$ cat src/rtl/id_ex_stage.sv
// RV32I decode stage: register-file addressing, operand capture, immediate/control decode and load-use stall into the ID/EX register.
// Define ID_WB_BYPASS_EN to forward the same-cycle write-back value onto the captured operands.
module id_ex_stage #(
  parameter int XLEN = 32,
  parameter int RA_W = 5
) (
  input  logic            clk,
  input  logic            srst,
  input  logic [31:0]     instr_i,
  input  logic [XLEN-1:0] pc_i,
  input  logic [XLEN-1:0] pcplus4_i,
  input  logic            valid_i,
  output logic [RA_W-1:0] a1_o,
  output logic [RA_W-1:0] a2_o,
  input  logic [XLEN-1:0] rd1_i,
  input  logic [XLEN-1:0] rd2_i,
  input  logic            wb_we_i,
  input  logic [RA_W-1:0] wb_rd_i,
  input  logic [XLEN-1:0] wb_data_i,
  input  logic            flush_e_i,
  output logic            stall_d_o,
  output logic            valid_e_o,
  output logic [XLEN-1:0] pc_e_o,
  output logic [XLEN-1:0] pcplus4_e_o,
  output logic [XLEN-1:0] rd1_e_o,
  output logic [XLEN-1:0] rd2_e_o,
  output logic [XLEN-1:0] imm_e_o,
  output logic [RA_W-1:0] rs1_e_o,
  output logic [RA_W-1:0] rs2_e_o,
  output logic [RA_W-1:0] rd_e_o,
  output logic [6:0]      opcode_e_o,
  output logic [2:0]      funct3_e_o,
  output logic            funct7b5_e_o,
  output logic            regwrite_e_o,
  output logic            is_load_e_o,
  output logic            illegal_e_o
);

  localparam logic [6:0] OP_LOAD   = 7'b0000011;
  localparam logic [6:0] OP_IMM    = 7'b0010011;
  localparam logic [6:0] OP_JALR   = 7'b1100111;
  localparam logic [6:0] OP_STORE  = 7'b0100011;
  localparam logic [6:0] OP_BRANCH = 7'b1100011;
  localparam logic [6:0] OP_LUI    = 7'b0110111;
  localparam logic [6:0] OP_AUIPC  = 7'b0010111;
  localparam logic [6:0] OP_JAL    = 7'b1101111;
  localparam logic [6:0] OP_REG    = 7'b0110011;
  localparam logic [6:0] OP_FENCE  = 7'b0001111;
  localparam logic [6:0] OP_SYSTEM = 7'b1110011;

  typedef struct packed {
    logic            valid;
    logic [XLEN-1:0] pc;
    logic [XLEN-1:0] pcplus4;
    logic [XLEN-1:0] rd1;
    logic [XLEN-1:0] rd2;
    logic [XLEN-1:0] imm;
    logic [RA_W-1:0] rs1;
    logic [RA_W-1:0] rs2;
    logic [RA_W-1:0] rd;
    logic [6:0]      opcode;
    logic [2:0]      funct3;
    logic            funct7b5;
    logic            regwrite;
    logic            is_load;
    logic            illegal;
  } ex_t;

  ex_t ex_d, ex_q;

  logic [6:0]        opcode;
  logic [RA_W-1:0]   rd;
  logic              legal, uses_rs1, uses_rs2, writes_rd, hazard;
  logic signed [31:0] imm32;
  logic [XLEN-1:0]   opnd1, opnd2;

  assign opcode = instr_i[6:0];
  assign rd     = RA_W'(instr_i[11:7]);
  assign a1_o   = RA_W'(instr_i[19:15]);
  assign a2_o   = RA_W'(instr_i[24:20]);

`ifndef ID_WB_BYPASS_EN
  logic wb_unused;
  assign wb_unused = ^{wb_we_i, wb_rd_i, wb_data_i};
`endif

  always_comb begin
    legal     = 1'b1;
    uses_rs1  = 1'b1;
    uses_rs2  = 1'b0;
    writes_rd = 1'b0;
    imm32     = '0;
    case (opcode)
      OP_REG: begin
        uses_rs2  = 1'b1;
        writes_rd = 1'b1;
      end
      OP_LOAD, OP_IMM, OP_JALR: begin
        writes_rd = 1'b1;
        imm32     = {{20{instr_i[31]}}, instr_i[31:20]};
      end
      OP_STORE: begin
        uses_rs2 = 1'b1;
        imm32    = {{20{instr_i[31]}}, instr_i[31:25], instr_i[11:7]};
      end
      OP_BRANCH: begin
        uses_rs2 = 1'b1;
        imm32    = {{19{instr_i[31]}}, instr_i[31], instr_i[7], instr_i[30:25], instr_i[11:8], 1'b0};
      end
      OP_LUI, OP_AUIPC: begin
        uses_rs1  = 1'b0;
        writes_rd = 1'b1;
        imm32     = {instr_i[31:12], 12'b0};
      end
      OP_JAL: begin
        uses_rs1  = 1'b0;
        writes_rd = 1'b1;
        imm32     = {{11{instr_i[31]}}, instr_i[31], instr_i[19:12], instr_i[20], instr_i[30:21], 1'b0};
      end
      OP_FENCE, OP_SYSTEM: begin
        writes_rd = 1'b0;
      end
      default: begin
        legal    = 1'b0;
        uses_rs1 = 1'b0;
      end
    endcase

    // Register file writes on the edge, so a same-cycle write-back is not yet visible on rdN_i.
    if (a1_o == '0)
      opnd1 = '0;
`ifdef ID_WB_BYPASS_EN
    else if (wb_we_i && wb_rd_i == a1_o)
      opnd1 = wb_data_i;
`endif
    else
      opnd1 = rd1_i;

    if (a2_o == '0)
      opnd2 = '0;
`ifdef ID_WB_BYPASS_EN
    else if (wb_we_i && wb_rd_i == a2_o)
      opnd2 = wb_data_i;
`endif
    else
      opnd2 = rd2_i;

    hazard    = (uses_rs1 && a1_o == ex_q.rd) || (uses_rs2 && a2_o == ex_q.rd);
    stall_d_o = ex_q.valid && ex_q.is_load && (ex_q.rd != '0) && valid_i && !flush_e_i && hazard;

    ex_d = '0;
    if (!flush_e_i && !stall_d_o) begin
      ex_d.valid    = valid_i;
      ex_d.pc       = pc_i;
      ex_d.pcplus4  = pcplus4_i;
      ex_d.rd1      = opnd1;
      ex_d.rd2      = opnd2;
      ex_d.imm      = XLEN'(imm32);
      ex_d.rs1      = a1_o;
      ex_d.rs2      = a2_o;
      ex_d.rd       = rd;
      ex_d.opcode   = opcode;
      ex_d.funct3   = instr_i[14:12];
      ex_d.funct7b5 = instr_i[30];
      ex_d.regwrite = valid_i && legal && writes_rd && (rd != '0);
      ex_d.is_load  = valid_i && (opcode == OP_LOAD);
      ex_d.illegal  = valid_i && !legal;
    end
  end

  always_ff @(posedge clk) begin
    if (srst)
      ex_q <= '0;
    else
      ex_q <= ex_d;
  end

  assign valid_e_o    = ex_q.valid;
  assign pc_e_o       = ex_q.pc;
  assign pcplus4_e_o  = ex_q.pcplus4;
  assign rd1_e_o      = ex_q.rd1;
  assign rd2_e_o      = ex_q.rd2;
  assign imm_e_o      = ex_q.imm;
  assign rs1_e_o      = ex_q.rs1;
  assign rs2_e_o      = ex_q.rs2;
  assign rd_e_o       = ex_q.rd;
  assign opcode_e_o   = ex_q.opcode;
  assign funct3_e_o   = ex_q.funct3;
  assign funct7b5_e_o = ex_q.funct7b5;
  assign regwrite_e_o = ex_q.regwrite;
  assign is_load_e_o  = ex_q.is_load;
  assign illegal_e_o  = ex_q.illegal;

endmodule
$ cat config.mk
export PLATFORM = sky130hd
export DESIGN_NAME = id_ex_stage
export DESIGN_NICKNAME = d
export VERILOG_FILES = /design/src/rtl/id_ex_stage.sv
export SDC_FILE = /design/constraint.sdc
export NUM_CORES = 1
export LEC_CHECK = 0
export CORE_AREA = 2 2 157 159
export CTS_CLUSTER_SIZE = 30
export DETAILED_ROUTE_END_ITERATION = 16
export DIE_AREA = 0 0 159 161
export SLEW_MARGIN = 20
export SYNTH_ARGS = -nofsm -noshare
export SYNTH_HDL_FRONTEND = slang
export SYNTH_SLANG_ARGS = --single-unit
$ cat constraint.sdc
create_clock -name clk -period 1.79 [get_ports clk]
set_input_delay 0.358 -clock clk [delete_from_list [all_inputs] [get_ports clk]]
set_output_delay 0.358 -clock clk [all_outputs]
set_load 0.05 [all_outputs]
* After elaboration in Yosys (flattened, before gate mapping)
Cells that the tools add are included.
** Storage, ports and cells
- Bits in registers :: 190
- Input bits :: 202
- Output and inout port bits :: 201
- Logic and storage cells :: 64
** Cells by class
- Equality and inequality tests :: 13
- Mux-type cells :: 5
- Bitwise gates (word level) :: 1
- Reductions and logical operators :: 30
** Operators by type and width (count)
- one-hot mux 32 bit (5 select lines) :: 1
- equality test 7 bit (second input constant) :: 4
- equality test 7 x 6 -> 1 bit (second input constant) :: 3
- equality test 7 x 5 -> 1 bit (second input constant) :: 2
- logical AND 1 bit :: 13
- OR reduction 3 bit :: 4
- OR reduction 11 bit :: 1
- equality test 5 bit :: 2
- zero test 5 bit :: 2
- nonzero test 5 bit :: 2
- OR reduction 8 bit :: 1
- equality test 7 x 2 -> 1 bit (second input constant) :: 1
- equality test 7 x 4 -> 1 bit (second input constant) :: 1
- OR reduction 7 bit :: 1
- two-way mux 1 bit :: 4
- OR reduction 2 bit :: 2
- zero test 1 bit :: 3
- logical OR 1 bit :: 1
- NOT 1 bit :: 1

* Depth between registers and ports, before layout
Gate-level depths: netlist (run 1).
- Word-level depth :: 10
- Depth in mapped cells :: 8

* Least setup slack after synthesis (run 1)
Ideal clock, no wire load.
- Path kind :: register -> output
- Start point :: register ex_q, in the netlist rd_e_o[2]
- End point :: output stall_d_o
- Data arrival time :: 1.877 ns
- Required time :: 1.432 ns
- Slack :: -0.445 ns
- Stages on the path, launching flop included :: 6
- Buffers on the path :: 1
- Cell sequence :: dfxtp_1 -> xor2_1 -> nor4b_1 -> o211ai_1 -> a21oi_1 -> buf_2
** On the way
- Cells in the longest elaborated chain, start to end :: 5
- Elaborated cells between the ends (all ways) :: 10
- Those cells by class :: eq/ne (2); reduce/logical (8)
** Ends and longest elaborated chain
- start, declared :: RTL line 69 : ex_t ex_d, ex_q;
- start signal, assigned :: RTL line 173 : ex_q <= '0;
- start signal, assigned :: RTL line 175 : ex_q <= ex_d;
- nonzero test 5 bit :: RTL line 149 : stall_d_o = ex_q.valid && ex_q.is_load && (ex_q.rd != '0) && valid_i && !flush_e_i && hazard;
- logical AND 1 bit (3 in a row) :: RTL line 149
- logical AND 1 bit (*) :: RTL line 149
- end, declared :: RTL line 21 : output logic stall_d_o,
Mark *: on every way between the ends. The rest lies on a longest branch, timed or not.

* Final worst setup path (run 1)
- Start point :: register ex_q, in the netlist rd_e_o[1]
- End point :: output stall_d_o
Same word-level chain as after synthesis.

==> results of run 1 <==
## per-stage QoR
stage	cells	instance area, µm²
final	1298	11100
after global routing	1298	11100
after CTS	1292	11000
after detailed placement	1243	9960
after global placement	1243	9960
after floorplan	538	6000
## worst reg2reg max path, stage by stage (launching register included)
cell	delay, ns
dfxtp_4	0.37
xor2_4	0.16
nor4_1	0.29
o2111ai_1	0.19
a22o_4	0.29
buf_12	0.15
buf_12	0.14
clkbuf_16	0.16
and2_1	0.15
## sequential cells by signal, indices dropped and copies added (netlist names), 3 cells and up
register,cells
funct3_e_o,3
imm_e_o,32
opcode_e_o,7
pc_e_o,32
pcplus4_e_o,32
rd1_e_o,32
rd2_e_o,32
rd_e_o,5
rs1_e_o,5
rs2_e_o,5
## kinds of logic after synthesis
logic type             after synthesis  synth area share [%]
XOR/XNOR                            10                  1.47
buffers and inverters               48                  5.55
AO/OA/AOI/OAI                       46                  4.75
flip-flops                         190                  63.6
AND/OR/NAND/NOR                    243                  24.4
multiplexers                         1                 0.188
## routing by layer
layer	up-vias	share of wire, %	GRT usage (%)
li1	2646	-	-
met1	2488	41	20.0
met2	225	49	29.8
met3	32	6.9	5.70
met4	0	3.1	6.49
met5	-	0	0
## report_power, final
part | leakage (nW) | internal, W | switching (W)
registers | 1.57 | 0.00445 | 0.0000692
clock network | 0.293 | 0.00202 | 0.00187
logic | 3.21 | 0.00103 | 0.00136
## layout make-up
type	count	area [µm²]
Fill cell	2303	12800
Sequential cell	190	3820
Tap cell	324	405
Antenna cell	1	2.50
Inverter	1	3.75
Multi-Input combinational cell	300	1980
Timing Repair Buffer	450	4310
Clock buffer	18	429
Clock inverter	14	171
## cell usage in the layout, fill, tap and decap left out, types with 3 or more instances in the layout
cell type / Yosys / routed
clkinv_4: 0 / 3
a22oi_1: 4 / 4
buf_16: 0 / 9
inv_6: 0 / 5
nand2_1: 8 / 7
dfxtp_4: 0 / 4
dfxtp_1: 190 / 185
clkbuf_16: 0 / 19
a21oi_1: 27 / 23
and3_1: 69 / 68
nor2b_1: 3 / 3
buf_6: 14 / 5
a21oi_2: 0 / 4
xor2_1: 8 / 5
dlygate4sd2_1: 0 / 26
nand3_1: 4 / 3
nor2_1: 15 / 15
clkdlybuf4s50_1: 0 / 152
buf_4: 11 / 233
and2_1: 91 / 89
nand2b_1: 4 / 4
buf_12: 0 / 20
nor3_1: 32 / 31
## synth_stat cells, drive strengths merged (3+ instances only)
library cell / n
dfxtp: 190
and2: 91
and3: 69
nor3: 32
buf: 30
a21oi: 27
clkbuf: 17
nor2: 15
nand2: 8
xor2: 8
a22oi: 4
nand2b: 4
nand3: 4
nor4: 4
a211oi: 3
nor2b: 3
or2: 3
## repair_timing
item	in CTS	in global routing
pin swaps	21	5
resized for setup	54	13
gates cloned	8	2
endpoints found under the setup margin	206	180
setup buffers	9	4
## path summary, 6_finish.rpt
check / endpoint / slack (ns) / cells past startpoint / from
setup / recovery: stall_d_o / -0.45 / 6 / rd_e_o[1]
hold / removal: opcode_e_o[1] / 0.27 / 2 / instr_i[1]
setup reg to reg: pc_e_o[0] / -0.21 / 8 / rd_e_o[1]
hold reg to reg: is_load_e_o / 0.93 / 5 / rd_e_o[3]
==> flow_summary.json, run 1 <==
{
  "outcome": "finished with violations",
  "violations": "setup timing",
  "cp_slowest_cell": "dfxtp_4",
  "synth-seq-cells": 190,
  "whs_ns": 0.269,
  "worst_slack_ns": -0.449,
  "finalCritPeriodShare_pct": 125,
  "dr.first_iter.drc_count": 219,
  "grt_max_degree": 33,
  "total_power_w": 0.0108,
  "port-buffer-count": 364,
  "gp_congestion": 0.867,
  "routed_wl_um": 22800,
  "post-place-ws_ns": -0.675,
  "setup_viol_count_final": 158,
  "drc": 0,
  "critical_path_buf_inv_count": 2,
  "fin_crit_ns": 2.24,
  "yosysWarnings": 0,
  "rsz0062_at_grt": "yes",
  "netlist-cell-type-count": 47,
  "rows": 57,
  "cts_tree": "done",
  "clock_latency_ns": 0.42,
  "antenna_found_initial": 1,
  "finalHoldViolations": 0,
  "ir_worst_vdd_mv": 0.570,
  "fmax_mhz": 447,
  "drv_slew": 0,
  "critical_path.max_stage_delay_ns": 0.37,
  "critPathRequiredTime_ns": 1.43,
  "synth_area_leaders": "dfxtp_1 (64%), and2_1 (9.5%), and3_1 (7.2%)",
  "cts_buffer_depth": 2,
  "clock_sinks": 190,
  "critPathLaunchType": "flip-flop",
  "ant_nets": 0,
  "fin_setup_tns_ns": -27.85,
  "start_util_pct": 24.9,
  "vias": 5391,
  "fp.dieH_um": 161,
  "max-slew-margin-rel_pct": 65.8,
  "firstDrtPassIters": 4,
  "grt_overflow": 0,
  "grt_usage_pct": 17.3,
  "critPathKind": "reg2out",
  "syn-instance-count": 538,
  "cp_top_family": "flip-flops",
  "path_cells": "xor2_4 > nor4b_4 > o211ai_1 > a21oi_2 > buf_6 > buf_12",
  "avgSynthCellArea_um2": 11.1,
  "syn2layout_area_growth_pct": 86.0,
  "grt_pass1_wl_um": 33400,
  "cp.arrival_ns": 1.88,
  "drive_gt1_share_pct": 34.0,
  "power_leakage_nw": 5.08,
  "synthArstFlopShare_pct": 0,
  "cts_buffers": 17,
  "fin_nets": 1162,
  "cts.htree.levels": 4,
  "routedWlPerCell_um": 17.6,
  "tightest_slew_ns": 0.515,
  "ios": 403,
  "chipWidth_um": 159,
  "dieArea_um2": 25600,
  "powerDensity_nw_per_um2": 971,
  "yosys.area.top_type_share_pct": 63.6,
  "synth_flop_cell": "dfxtp_1",
  "worstPathMaxFanout": 3,
  "syn-num-nets": 740,
  "synth_edf_count": 0,
  "ys_seq_area_share_pct": 63.6,
  "yosysTopAreaCell": "dfxtp_1",
  "root_buffer": "clkbuf_16",
  "cp-end-kind": "primary output",
  "vias_per_cell": 4.15,
  "grt_pass1_vias": 5372,
  "hold_buffers": 0,
  "cts.reportedPaths.clkPinSlew_ns": 0.08,
  "finalClockSkew_ns": 0.00923,
  "hold_path.class": "in2reg",
  "syn-cell-area_um2": 5980,
  "core_um2": 24000,
  "maxCapViolCount": 0,
  "utilization_pct": 46.4,
  "dpl.hpwl_um": 16400
}
(Power assumes the default switching activity.)
==> run 2, diff against run 1 <==
--- a/config.mk
+++ b/config.mk
@@ -9,7 +9,7 @@
 export CTS_CLUSTER_SIZE = 30
 export DETAILED_ROUTE_END_ITERATION = 16
 export DIE_AREA = 0 0 159 161
-export SLEW_MARGIN = 20
+export REMOVE_ABC_BUFFERS = 1
 export SYNTH_ARGS = -nofsm -noshare
 export SYNTH_HDL_FRONTEND = slang
 export SYNTH_SLANG_ARGS = --single-unit
==> run 2 against run 1 <==
Effect of this change: the run still ends with setup timing left; clock power is 3% higher; power up 0.48%; hold slack better by 0.12 ns; clock skew up 0.0044 ns; final cell count shrank 0.77%; clock-buffer cell count shrank 1; non-clock buffer count shrank 10.
==> flow_summary.json, run 2 (synthesized netlist as in run 1, its figures left out) <==
{
  "maxCapViolCount": 0,
  "fin_cells": 1288,
  "fillers": 2329,
  "power_leakage_nw": 5.00,
  "rows": 57,
  "whs_endpoint": "opcode_e_o[3]",
  "grt_pass1_vias": 5380,
  "vias": 5335,
  "clock_sinks": 190,
  "worst_slack_ns": -0.438,
  "ios": 403,
  "dpl.hpwl_um": 15900,
  "gp_congestion": 0.803,
  "ir_worst_vdd_mv": 0.544,
  "violations": "setup timing",
  "cts.htree.levels": 4,
  "cts.reportedPaths.clkPinSlew_ns": 0.07,
  "r2r_end": "imm_e_o[31]",
  "fin_crit_ns": 2.23,
  "cp_slowest_cell": "dfxtp_1",
  "finalClockSkew_ns": 0.0136,
  "min_path_cells": 2,
  "holdCritStartpoint": "instr_i[3]",
  "port-buffer-count": 364,
  "routed_wl_um": 22400,
  "rsz0062_at_grt": "yes",
  "chipWidth_um": 159,
  "dieArea_um2": 25600,
  "finalHoldViolations": 0,
  "powerDensity_nw_per_um2": 991,
  "seq_area_um2": 3810,
  "firstDrtPassIters": 6,
  "cts_buffer_depth": 2,
  "critPathLaunchType": "flip-flop",
  "multi_input_area_um2": 1940,
  "tightest_slew_ns": 0.498,
  "cp.arrival_ns": 1.87,
  "routedWlPerCell_um": 17.4,
  "grt_max_degree": 35,
  "path_cells": "xor2_2 > nor4b_2 > o211ai_1 > a21oi_4 > buf_12",
  "mostFrequentLayoutCells": "buf_4 (227), dfxtp_1 (186), clkdlybuf4s50_1 (154)",
  "hold_path.class": "in2reg",
  "drv_slew": 0,
  "setup_viol_count_final": 159,
  "drive_gt1_share_pct": 32.6,
  "grt_pass1_wl_um": 33500,
  "core_um2": 24000,
  "cp-end-kind": "primary output",
  "outcome": "finished with violations",
  "finalCritPeriodShare_pct": 124,
  "dp.cells": 1241,
  "grt_usage_pct": 17.3,
  "cp_top_family": "compound AO/OA/AOI/OAI gates",
  "critical_path.max_stage_delay_ns": 0.34,
  "placed_area_um2": 9930,
  "vias_per_cell": 4.14,
  "cts_tree": "done",
  "ant_nets": 0,
  "critPathRequiredTime_ns": 1.43,
  "critical_path_buf_inv_count": 1,
  "clock_latency_ns": 0.42,
  "max-slew-margin-rel_pct": 67.0,
  "final_area_um2": 10900,
  "layout_commonest_cell": "buf_4",
  "syn2layout_area_growth_pct": 83.1,
  "critPathKind": "reg2out",
  "cts_buffers": 17,
  "fmax_mhz": 449,
  "reg2reg_depth": 10,
  "drc": 0,
  "r2r-start": "rd_e_o[3]",
  "dr.first_iter.drc_count": 298,
  "fin_nets": 1152,
  "worstPathMaxFanout": 3,
  "grt_overflow": 0,
  "fp.dieH_um": 161,
  "r2r_setup_slack_ns": -0.27,
  "root_buffer": "clkbuf_16",
  "start_util_pct": 24.9,
  "antenna_found_initial": 1
}
-- run 2: per-stage QoR --
step	setup TNS, ns	total power, W	hold slack, ns	utilization, %	setup WS, ns
finish	-36.08	0.0109	0.390	45.7	-0.438
global route	-52.64	0.0113	0.414	45.7	-0.510
CTS	-39.94	0.0110	0.363	45.4	-0.479
detailed placement	-119.08	0.00681	0.809	41.4	-0.727
global placement	-123.54	0.00679	0.810	41.4	-0.769
floorplan	-170.20	0.00570	0.480	-	-1.73
-- run 2: how the worst max path moves through the flow --
stage | start | endpoint | depth (start not counted) | slack (ns)
floorplan | rd_e_o[2] | imm_e_o[0] | 5 | -1.73
global placement | instr_i[17] | stall_d_o | 6 | -0.77
detailed placement | instr_i[17] | stall_d_o | 6 | -0.73
CTS | rd_e_o[3] | stall_d_o | 7 | -0.48
global route | rd_e_o[1] | stall_d_o | 5 | -0.51
finish | rd_e_o[1] | stall_d_o | 5 | -0.44
-- run 2: per-layer routing --
layer	part of all wire [%]	vias to the layer above	global-route usage [%]
met1	42	2501	20.7
met2	50	203	30.3
met3	6.2	14	4.80
met5	0	-	0
li1	-	2617	-
met4	1.2	0	5.17
-- run 2: where the power goes --
group	internal, W	leakage [nW]	switching, W
sequential	0.00446	1.57	0.0000679
combinational	0.000986	3.13	0.00133
clock	0.00214	0.299	0.00186
-- run 2: repair_timing --
action	4_1_cts	5_1_grt
endpoints found under the hold margin	0	0
hold buffers	0	0
gates resized for setup	50	7
pin swaps	7	3
cloned	7	0
endpoints found under the setup margin	210	190
setup buffers	6	1
-- run 2: layout make-up --
type,count,area share (%)
clock buffer,17,3.89
timing repair buffer,440,38.0
sequential,190,34.8
clock inverter,15,1.78
multi-input combinational,300,17.8
tap,324,3.70
antenna,1,0.0229
inverter,1,0.0343
